`src/rtl/fetch_pkg.sv`:
```
// Shared types and constants for the fetch / issue path: register geometry,
// the NOP encoding, scheduler states and the decoded-field record.
package fetch_pkg;

  localparam int NUM_REGS = 8;
  localparam int REG_W    = 3;

  localparam logic [15:0] NOP = 16'h0;

  typedef enum logic [1:0] {
    RUN   = 2'd0,
    SPLIT = 2'd1,
    FLUSH = 2'd2
  } state_t;

  typedef struct packed {
    logic [REG_W-1:0] rd;
    logic [REG_W-1:0] rs1;
    logic [REG_W-1:0] rs2;
    logic             wr;
    logic             rd1;
    logic             rd2;
    logic             mem;
    logic             br;
  } dec_t;

  // r0 is hardwired zero, so it can never be the subject of a hazard.
  function automatic logic pend_hit(input logic [NUM_REGS-1:0] pend,
                                    input logic [REG_W-1:0]    r);
    return (r != '0) && pend[r];
  endfunction

endpackage

```
`src/rtl/reg_scoreboard.sv`:
```
// Register pending bits with two issue-side set ports, two writeback clear
// ports and read/write hazard queries for two instruction slots.
module reg_scoreboard
  import fetch_pkg::*;
(
  input  logic             clk,
  input  logic             reset,
  input  logic             set1_en,
  input  logic [REG_W-1:0] set1_rd,
  input  logic             set2_en,
  input  logic [REG_W-1:0] set2_rd,
  input  logic             clr1_en,
  input  logic [REG_W-1:0] clr1_rd,
  input  logic             clr2_en,
  input  logic [REG_W-1:0] clr2_rd,
  input  logic             qa_valid,
  input  logic [REG_W-1:0] qa_rd,
  input  logic [REG_W-1:0] qa_rs1,
  input  logic [REG_W-1:0] qa_rs2,
  input  logic             qa_wr,
  input  logic             qa_rd1,
  input  logic             qa_rd2,
  input  logic             qb_valid,
  input  logic [REG_W-1:0] qb_rd,
  input  logic [REG_W-1:0] qb_rs1,
  input  logic [REG_W-1:0] qb_rs2,
  input  logic             qb_wr,
  input  logic             qb_rd1,
  input  logic             qb_rd2,
  output logic             hazard_a,
  output logic             hazard_b
);

  logic [NUM_REGS-1:0] pending;
  logic [NUM_REGS-1:0] pending_d;
  logic [NUM_REGS-1:0] clr_mask;
  logic [NUM_REGS-1:0] set_mask;
  logic [NUM_REGS-1:0] visible;

  // Writebacks landing this cycle are bypassed into the hazard view, and an
  // issue-side set on the same register overrides the clear.
  always_comb begin
    clr_mask = '0;
    set_mask = '0;
    if (clr1_en) clr_mask[clr1_rd] = 1'b1;
    if (clr2_en) clr_mask[clr2_rd] = 1'b1;
    if (set1_en) set_mask[set1_rd] = 1'b1;
    if (set2_en) set_mask[set2_rd] = 1'b1;
    visible      = pending & ~clr_mask;
    pending_d    = visible | set_mask;
    pending_d[0] = 1'b0;
  end

  assign hazard_a = qa_valid && ((qa_rd1 && pend_hit(visible, qa_rs1)) ||
                                 (qa_rd2 && pend_hit(visible, qa_rs2)) ||
                                 (qa_wr  && pend_hit(visible, qa_rd)));

  assign hazard_b = qb_valid && ((qb_rd1 && pend_hit(visible, qb_rs1)) ||
                                 (qb_rd2 && pend_hit(visible, qb_rs2)) ||
                                 (qb_wr  && pend_hit(visible, qb_rd)));

  always_ff @(posedge clk) begin
    if (reset) pending <= '0;
    else       pending <= pending_d;
  end

endmodule

```
`src/rtl/issue_scheduler.sv`:
```
// Dual-issue scheduler: pairs fetched instructions against the scoreboard and
// each other, splits conflicting pairs, and sequences branch redirect/flush.
//
// state | meaning
// RUN   | normal pairing of in1/in2
// SPLIT | slot2 parked in hold register, issued alone when hazard-free
// FLUSH | issue suppressed for FLUSH_CYCLES after a redirect
module issue_scheduler
  import fetch_pkg::*;
#(
  parameter int FLUSH_CYCLES = 2
) (
  input  logic             clk,
  input  logic             reset,
  input  logic [15:0]      in1_instr,
  input  logic [REG_W-1:0] in1_rd,
  input  logic [REG_W-1:0] in1_rs1,
  input  logic [REG_W-1:0] in1_rs2,
  input  logic             in1_wr,
  input  logic             in1_rd1,
  input  logic             in1_rd2,
  input  logic             in1_mem,
  input  logic             in1_br,
  input  logic [15:0]      in2_instr,
  input  logic [REG_W-1:0] in2_rd,
  input  logic [REG_W-1:0] in2_rs1,
  input  logic [REG_W-1:0] in2_rs2,
  input  logic             in2_wr,
  input  logic             in2_rd1,
  input  logic             in2_rd2,
  input  logic             in2_mem,
  input  logic             in2_br,
  input  logic             wb1_en,
  input  logic [REG_W-1:0] wb1_rd,
  input  logic             wb2_en,
  input  logic [REG_W-1:0] wb2_rd,
  input  logic             br_resolved,
  input  logic [15:0]      br_target_in,
  output logic             stall,
  output logic             issingleinstr,
  output logic             is_branch_taken,
  output logic [15:0]      branch_target,
  output logic             iss1_valid,
  output logic             iss2_valid,
  output logic [15:0]      iss1_instr,
  output logic [15:0]      iss2_instr
);

  localparam int CNT_W = $clog2(FLUSH_CYCLES + 1);

  state_t           state, state_d;
  logic [CNT_W-1:0] cnt, cnt_d;
  logic [15:0]      hold_instr;
  dec_t             hold_dec;
  dec_t             in1_dec, in2_dec, slot1_dec;
  logic [15:0]      slot1_instr;
  logic             slot1_valid, slot2_valid;
  logic             haz1, haz2;
  logic             pair_raw, pair_waw, pair_mem, pair_br;
  logic             issue1, issue2, hold_load, hold_clear;

  assign in1_dec = '{rd: in1_rd, rs1: in1_rs1, rs2: in1_rs2, wr: in1_wr,
                     rd1: in1_rd1, rd2: in1_rd2, mem: in1_mem, br: in1_br};
  assign in2_dec = '{rd: in2_rd, rs1: in2_rs1, rs2: in2_rs2, wr: in2_wr,
                     rd1: in2_rd1, rd2: in2_rd2, mem: in2_mem, br: in2_br};

  // In SPLIT the parked instruction takes slot1 and slot2 is ignored.
  assign slot1_instr = (state == SPLIT) ? hold_instr : in1_instr;
  assign slot1_dec   = (state == SPLIT) ? hold_dec   : in1_dec;
  assign slot1_valid = (slot1_instr != NOP);
  assign slot2_valid = (state == RUN) && (in2_instr != NOP);

  assign pair_raw = slot1_valid && slot1_dec.wr && (slot1_dec.rd != '0) &&
                    ((in2_dec.rd1 && (in2_dec.rs1 == slot1_dec.rd)) ||
                     (in2_dec.rd2 && (in2_dec.rs2 == slot1_dec.rd)));
  assign pair_waw = slot1_valid && slot1_dec.wr && in2_dec.wr &&
                    (slot1_dec.rd != '0) && (in2_dec.rd == slot1_dec.rd);
  assign pair_mem = slot1_valid && slot1_dec.mem && in2_dec.mem;
  assign pair_br  = slot1_valid && slot1_dec.br;

  reg_scoreboard u_sb (
    .clk      (clk),
    .reset    (reset),
    .set1_en  (issue1 && slot1_dec.wr && (slot1_dec.rd != '0)),
    .set1_rd  (slot1_dec.rd),
    .set2_en  (issue2 && in2_dec.wr && (in2_dec.rd != '0)),
    .set2_rd  (in2_dec.rd),
    .clr1_en  (wb1_en),
    .clr1_rd  (wb1_rd),
    .clr2_en  (wb2_en),
    .clr2_rd  (wb2_rd),
    .qa_valid (slot1_valid),
    .qa_rd    (slot1_dec.rd),
    .qa_rs1   (slot1_dec.rs1),
    .qa_rs2   (slot1_dec.rs2),
    .qa_wr    (slot1_dec.wr),
    .qa_rd1   (slot1_dec.rd1),
    .qa_rd2   (slot1_dec.rd2),
    .qb_valid (slot2_valid),
    .qb_rd    (in2_dec.rd),
    .qb_rs1   (in2_dec.rs1),
    .qb_rs2   (in2_dec.rs2),
    .qb_wr    (in2_dec.wr),
    .qb_rd1   (in2_dec.rd1),
    .qb_rd2   (in2_dec.rd2),
    .hazard_a (haz1),
    .hazard_b (haz2)
  );

  always_comb begin
    state_d    = state;
    cnt_d      = cnt;
    stall      = 1'b0;
    issue1     = 1'b0;
    issue2     = 1'b0;
    hold_load  = 1'b0;
    hold_clear = 1'b0;
    if (br_resolved) begin
      state_d    = FLUSH;
      cnt_d      = CNT_W'(FLUSH_CYCLES);
      hold_clear = 1'b1;
    end else begin
      case (state)
        RUN: begin
          if (haz1) begin
            stall = 1'b1;
          end else begin
            issue1 = slot1_valid;
            if (slot2_valid) begin
              if (!haz2 && !pair_raw && !pair_waw && !pair_mem && !pair_br) begin
                issue2 = 1'b1;
              end else begin
                hold_load = 1'b1;
                state_d   = SPLIT;
                stall     = 1'b1;
              end
            end
          end
        end
        SPLIT: begin
          stall = 1'b1;
          if (!haz1) begin
            issue1     = slot1_valid;
            hold_clear = 1'b1;
            state_d    = RUN;
          end
        end
        FLUSH: begin
          if (cnt <= CNT_W'(1)) begin
            cnt_d   = '0;
            state_d = RUN;
          end else begin
            cnt_d = cnt - 1'b1;
          end
        end
        default: state_d = RUN;
      endcase
    end
  end

  always_ff @(posedge clk) begin
    if (reset) begin
      state           <= RUN;
      cnt             <= '0;
      hold_instr      <= NOP;
      hold_dec        <= '0;
      iss1_valid      <= 1'b0;
      iss2_valid      <= 1'b0;
      iss1_instr      <= NOP;
      iss2_instr      <= NOP;
      issingleinstr   <= 1'b0;
      is_branch_taken <= 1'b0;
      branch_target   <= '0;
    end else begin
      state <= state_d;
      cnt   <= cnt_d;
      if (hold_clear) begin
        hold_instr <= NOP;
        hold_dec   <= '0;
      end else if (hold_load) begin
        hold_instr <= in2_instr;
        hold_dec   <= in2_dec;
      end
      iss1_valid      <= issue1;
      iss2_valid      <= issue2;
      iss1_instr      <= issue1 ? slot1_instr : NOP;
      iss2_instr      <= issue2 ? in2_instr : NOP;
      issingleinstr   <= (state_d == SPLIT);
      is_branch_taken <= br_resolved;
      if (br_resolved) branch_target <= br_target_in;
    end
  end

endmodule
```
`config.mk`:
```
export PLATFORM = sky130hd
export DESIGN_NAME = issue_scheduler
export DESIGN_NICKNAME = d
export VERILOG_FILES = /design/src/rtl/fetch_pkg.sv /design/src/rtl/reg_scoreboard.sv /design/src/rtl/issue_scheduler.sv
export SDC_FILE = /design/constraint.sdc
export NUM_CORES = 1
export LEC_CHECK = 0
export ABC_AREA = 1
export CAP_MARGIN = 40
export CORE_ASPECT_RATIO = 1.4
export CORE_UTILIZATION = 30
export CTS_CLUSTER_SIZE = 24
export DETAILED_ROUTE_END_ITERATION = 8
export GPL_ROUTABILITY_DRIVEN = 0
export SLEW_MARGIN = 10
export SYNTH_ARGS = -nofsm -noshare
export SYNTH_HDL_FRONTEND = slang
export SYNTH_SLANG_ARGS = --single-unit
```
`constraint.sdc`:
```
create_clock -name clk -period 2.71 [get_ports clk]
set_input_delay 0.542 -clock clk [delete_from_list [all_inputs] [get_ports clk]]
set_output_delay 0.542 -clock clk [all_outputs]
set_load 0.01 [all_outputs]
```
* Word-level counts from Yosys, hierarchy flattened *
Cells that the tools add are included.

word-level totals
  flip-flop bits (word level) = 94
  logic and storage cells = 166
  output and inout port bits = 53

operators by class
  magnitude comparators = 13
  multiplexer cells = 55
  reduce and logical (&&, ||, !) cells = 63
  bitwise logic cells = 7
  equal/unequal tests = 6
  add/sub/neg operators = 1

operator list
  operator                                                                      number
  1-bit logical AND                                                             38
  3-bit by 4-bit less-than comparator with 1-bit output, second input constant  8
  8-bit two-way mux                                                             4
  16-bit nonzero test                                                           2
  1-bit two-way mux                                                             28
  8-bit OR                                                                      3
  1-bit binary-select mux with 3-bit select                                     6
  2-bit two-way mux                                                             9
  3-bit nonzero test                                                            6
  16-bit two-way mux                                                            1
  14-bit two-way mux                                                            1
  1-bit demux with 3-bit select                                                 4
  3-bit by 1-bit >= comparator with 1-bit output, second input constant         4
  2-bit OR reduction                                                            5
  3-bit equality test                                                           3
  8-bit AND                                                                     1
  8-bit inverter                                                                1
  2-bit one-hot mux with 3 select lines                                         1
  1-bit zero test                                                               5
  1-bit logical OR                                                              5
  2-bit by 1-bit equality test with 1-bit output, second input constant         2
  2-bit equality test, second input constant                                    1
  2-bit by 1-bit <= comparator with 1-bit output, second input constant         1
  2-bit zero test                                                               1
  4 further kinds                                                               5

* Logic depth before layout (Yosys ltp) *
  word-level depth = 30
  gate-level depth with buffers = 20
  mapped depth without buffers = 17

* Modules after synthesis *
From an unflattened synthesis, not the netlist that was laid out.

second synthesis, totals
  cells, all modules = 696
  area, all modules = 4,679.5 µm²

by module, submodules not included
  module           cells each  seq. area each (µm²)  times used  area an instance (µm²)
  issue_scheduler  495         1,721.7               1           3,667.3
  reg_scoreboard   201         140.1                 1           1,012.2

* Worst setup path after synthesis *
Ideal clock, no wire load.

  path kind = reg2out
  start point = register state[1]
  end point = output stall
  path slack = 0.242 ns
  arrival = 1.926 ns
  cell stages (with the launch flop) = 15
  cell sequence = dfxtp_1 -> inv_2 -> nand2_2 -> buf_4 -> nand2_1 -> o21ai_1 -> buf_2 -> nand4_1 -> nand2_1 -> nor2_1 -> nand2_1 -> nand3_2 -> nand2_4 -> clkbuf_1 -> a31oi_1

between the ends
  longest elaborated chain between the ends = 16
  elaborated cells on any way between the ends = 54
  those cells by class = eq/ne: 4; mux: 13; reduce/logical: 37

ends and longest elaborated chain
  what                                                             RTL line                                                              source
  from (decl)                                                      issue_scheduler.sv:51                                                 state_t state, state_d;
  from (signal assigned)                                           issue_scheduler.sv:175                                                state <= state_d;
  2-bit by 1-bit equality test with 1-bit output                   issue_scheduler.sv:68, issue_scheduler.sv:69, issue_scheduler.sv:123
  16-bit two-way mux / 14-bit two-way mux (equally long branches)  issue_scheduler.sv:68, issue_scheduler.sv:69
  16-bit nonzero test (tied with other cells)                      issue_scheduler.sv:70                                                 assign slot1_valid = (slot1_instr != NOP);
  1-bit logical AND, on equally long branches                      -
  1-bit logical AND (tied with other cells)                        issue_scheduler.sv:73                                                 assign pair_raw = slot1_valid && slot1_dec.wr && (slot1_dec.rd != '0) &&
  1-bit logical AND, on equally long branches                      issue_scheduler.sv:73, issue_scheduler.sv:76
  1-bit zero test / 1-bit logical AND (equally long branches)      issue_scheduler.sv:130, issue_scheduler.sv:77
  1-bit logical AND / 1-bit zero test (equally long branches)      issue_scheduler.sv:130                                                if (!haz2 && !pair_raw && !pair_waw && !pair_mem && !pair_br) begin
  1-bit logical AND (3 in series)                                  issue_scheduler.sv:130
  1-bit two-way mux                                                issue_scheduler.sv:130
  1-bit two-way mux                                                issue_scheduler.sv:129                                                if (slot2_valid) begin
  1-bit two-way mux                                                issue_scheduler.sv:125                                                if (haz1) begin
  1-bit one-hot mux with 2 select lines *                          issue_scheduler.sv:123                                                case (state)
  1-bit two-way mux *                                              issue_scheduler.sv:118                                                if (br_resolved) begin
  to (decl)                                                        issue_scheduler.sv:39                                                 output logic stall,

Every way passes the cells marked *; elsewhere a longest branch is shown, timed or not. The select of a mux whose other input is x is not followed.

* Worst setup path after layout *
  start point = register state[0]
  end point = output stall

The elaborated chain is that of the path after synthesis.

==> impl_metrics.ini <==
[layout]
fin_area_mm2 = 0.00794
seqCellArea_mm2 = 0.00187
fin_nets = 1104
antennaDiodeCount = 0
final_layout_size_suffix_gt1_share_pct = 21.4
multi_input_area_mm2 = 0.00260
fillCellCount = 1649
area_growth_pct = 60.6

[pwr]
finalPower_mw = 3.74
power.leakage_nw = 3.78
p_sw_share_pct = 31.3
p_seq_share_pct = 39.0
p_clk_share_pct = 32.6
internal_power_mw = 2.57
power_switching_mw = 1.17
pwr-share-comb_pct = 28.4
p_per_area_mw_per_mm2 = 471
irDropWorstVdd_mv = 0.300

[floorplan]
fp.dieArea_mm2 = 0.0170
initial_utilization_pct = 30.6
die_x_um = 111
fp-row-count = 55
die_h_um = 154
core_area_mm2 = 0.0162
io_pins = 140

[grt]
gr-total-overflow = 0
grt_pass1_vias = 5357
antenna_found_initial = 0
grt_pass1_wl_um = 26600
track_usage_pct = 19.6
grt_max_degree = 35

[timing]
min_period_ns = 2.89
worst_pin_slew_ns = 0.451
fin_ws_ns = -0.177
setup_violations = 55
relSlewSlack_pct = 69.9
tns_ns = -4.11
grt_setup_unrepaired = yes
fmax_mhz = 346
skew_ns = 0.00913
fin_crit_sh_pct = 107
drv_slew = 0
report.final.hold_viol_count = 0

[synth]
synthTopCellsByArea = dfxtp_1, nand2_1, inv_1
syn_area_mm2 = 0.00494
avgSynthCellArea_um2 = 6.42
ys_warn_count = 0
synth_nets = 857
ys_seq_area_share_pct = 37.7
ys_seq_elements = 93
synth_top_area_cell = dfxtp_1
synthCells = 770
synth_cell_type_count = 32
synth_top_area_share_pct = 37.7

[routing]
drtAntennaViolNets = 0
first_pass_iters = 4
viasPerCell = 4.59
drtIter0Drc = 269
num_vias = 5602
post-route-drc-count = 0
wl_per_cell_um = 13.6
wl_um = 16600

[clocking]
cts_tree = built
ctsHoldBuffers = 0
cts.sinks = 93
clkTransAtPathRegs_ns = 0.07
numCtsBuffers = 9
clkLatencyLatePin_ns = 0.34
clockBufferDepth = 2
clockRootBuffer = clkbuf_16
htree_levels = 3

[placed_design]
pre_cts_ws_ns = -0.784
placed_cell_area_mm2 = 0.00731
port_buffers = 139
hpwl_um = 12300

[setup_path]
crit_required_ns = 2.17
critPathKind = reg -> out
worstSetupEndpointType = primary output
crit_path_max_fanout = 8
start_kind = flip-flop
cp.arrival_ns = 2.34

[outcome]
status = complete, but fails checks
violations = negative setup slack

[min_path]
hp-class = reg -> reg

[flow_run]
drv_cap = 0
[worst max-delay path, stage by stage, from the launching register on]
cell and delay, ns:
dfxtp_4 0.37, inv_4 0.07, nor2_4 0.05, buf_4 0.14, buf_8 0.13, buf_4 0.16
o21ai_1 0.19, nand4_1 0.17, nor2_2 0.18, nand2_2 0.08, buf_4 0.16, nand2_4 0.07
a31oi_2 0.09, buf_2 0.15
[flip-flops by register name, indices dropped and copies added (netlist names), 2 cells and up]
register       count
branch_target     16
hold_instr        16
iss1_instr        16
iss2_instr        16
hold_dec          14
u_sb.pending       7
cnt                2
state              2
[layout make-up]
class                      instances  area share, %
timing repair buffer             265           30.2
tap                              199           3.13
inverter                         143           6.82
multi-input combinational        505           32.8
clock buffer                      10           2.88
sequential                        93           23.5
clock inverter                     6          0.630
[synth_stat cells]
| cell type | n |
|---|---|
| inv_2 | 3 |
| o21ai_1 | 3 |
| nand3_2 | 2 |
| clkbuf_1 | 9 |
| o211ai_1 | 1 |
| or2_2 | 1 |
| nand4_1 | 53 |
| a21boi_0 | 1 |
| nor2_8 | 1 |
| a31oi_1 | 1 |
| buf_6 | 3 |
| nand3_1 | 40 |
| nand2_4 | 4 |
| nand4_2 | 1 |
| inv_1 | 138 |
| o21ai_2 | 3 |
| nor4_1 | 4 |
| nor2_4 | 1 |
| and3_1 | 1 |
| nand2_2 | 3 |
| o21ai_0 | 26 |
| nor2_2 | 10 |
| a21oi_2 | 2 |
| buf_4 | 3 |
| nand2_1 | 205 |
| buf_2 | 14 |
| nor2_1 | 99 |
| a22o_1 | 16 |
| nor3_1 | 13 |
| clkinv_1 | 2 |
| a21oi_1 | 14 |
| dfxtp_1 | 93 |
[cell usage in the layout (no fill, tap or decap), types with 5 or more instances in the layout]
cell	Yosys	layout
nand4_1	53	53
o21ai_0	26	17
a22o_1	16	16
nand3_2	2	6
dfxtp_1	93	91
o21ai_1	3	7
nor2_2	10	15
nand3_1	40	31
dlygate4sd2_1	0	7
clkbuf_16	0	9
nor3_1	13	13
clkdlybuf4s50_1	0	127
a21oi_1	14	13
nand2_1	205	186
buf_4	3	118
nor2_1	99	93
o21ai_2	3	5
nand2_2	3	21
inv_1	138	135
nand3_4	0	5
[cells by family after synthesis]
kind of cell / Yosys count / synth area share, %
AND/OR/NAND/NOR: 438 / 39.8
buffers and inverters: 172 / 14.1
AO/OA/AOI/OAI: 67 / 8.50
flip-flops: 93 / 37.7
[per-layer routing]
metal,GRT usage (%),share of wire (%),vias up
li1,-,-,2914
met1,22.2,40,2501
met2,36.0,52,155
met3,3.47,5.4,32
met4,7.87,2.9,0
met5,0,0,-
[path summary, 6_finish.rpt]
check / from / endpoint / slack, ns / depth (start not counted)
max: state[0]$_SDFF_PP0_ / stall / -0.18 / 13
min: cnt[0]$_SDFFE_PP0P_ / cnt[0]$_SDFFE_PP0P_ / 0.46 / 2
max reg2reg: state[0]$_SDFF_PP0_ / u_sb.pending[1]$_SDFF_PP0_ / -0.13 / 17
min reg2reg: cnt[0]$_SDFFE_PP0P_ / cnt[0]$_SDFFE_PP0P_ / 0.46 / 2
[power by group through the flow]
stage	logic [mW]	registers [mW]	clock network, mW
finish	1.06	1.46	1.22
global placement	1.00	1.48	0
global route	1.18	1.46	1.31
floorplan	0.484	1.50	0
CTS	1.03	1.46	1.25
detailed placement	1.01	1.48	0
[metrics by stage]
step           std cells  util, %  hold WS, ns
6_report            1221     49.1        0.464
5_1_grt             1221     49.1        0.506
4_1_cts             1210     47.8        0.468
3_5_place_dp        1190     45.2        0.456
3_3_place_gp        1190     45.2        0.450
2_1_floorplan        770        -        0.440
[what timing repair did]
item,CTS,global route
resized for setup,47,45
pin swaps,11,19
endpoints found under the setup margin,55,56
setup buffers,4,11
(Power assumes the default switching activity.)
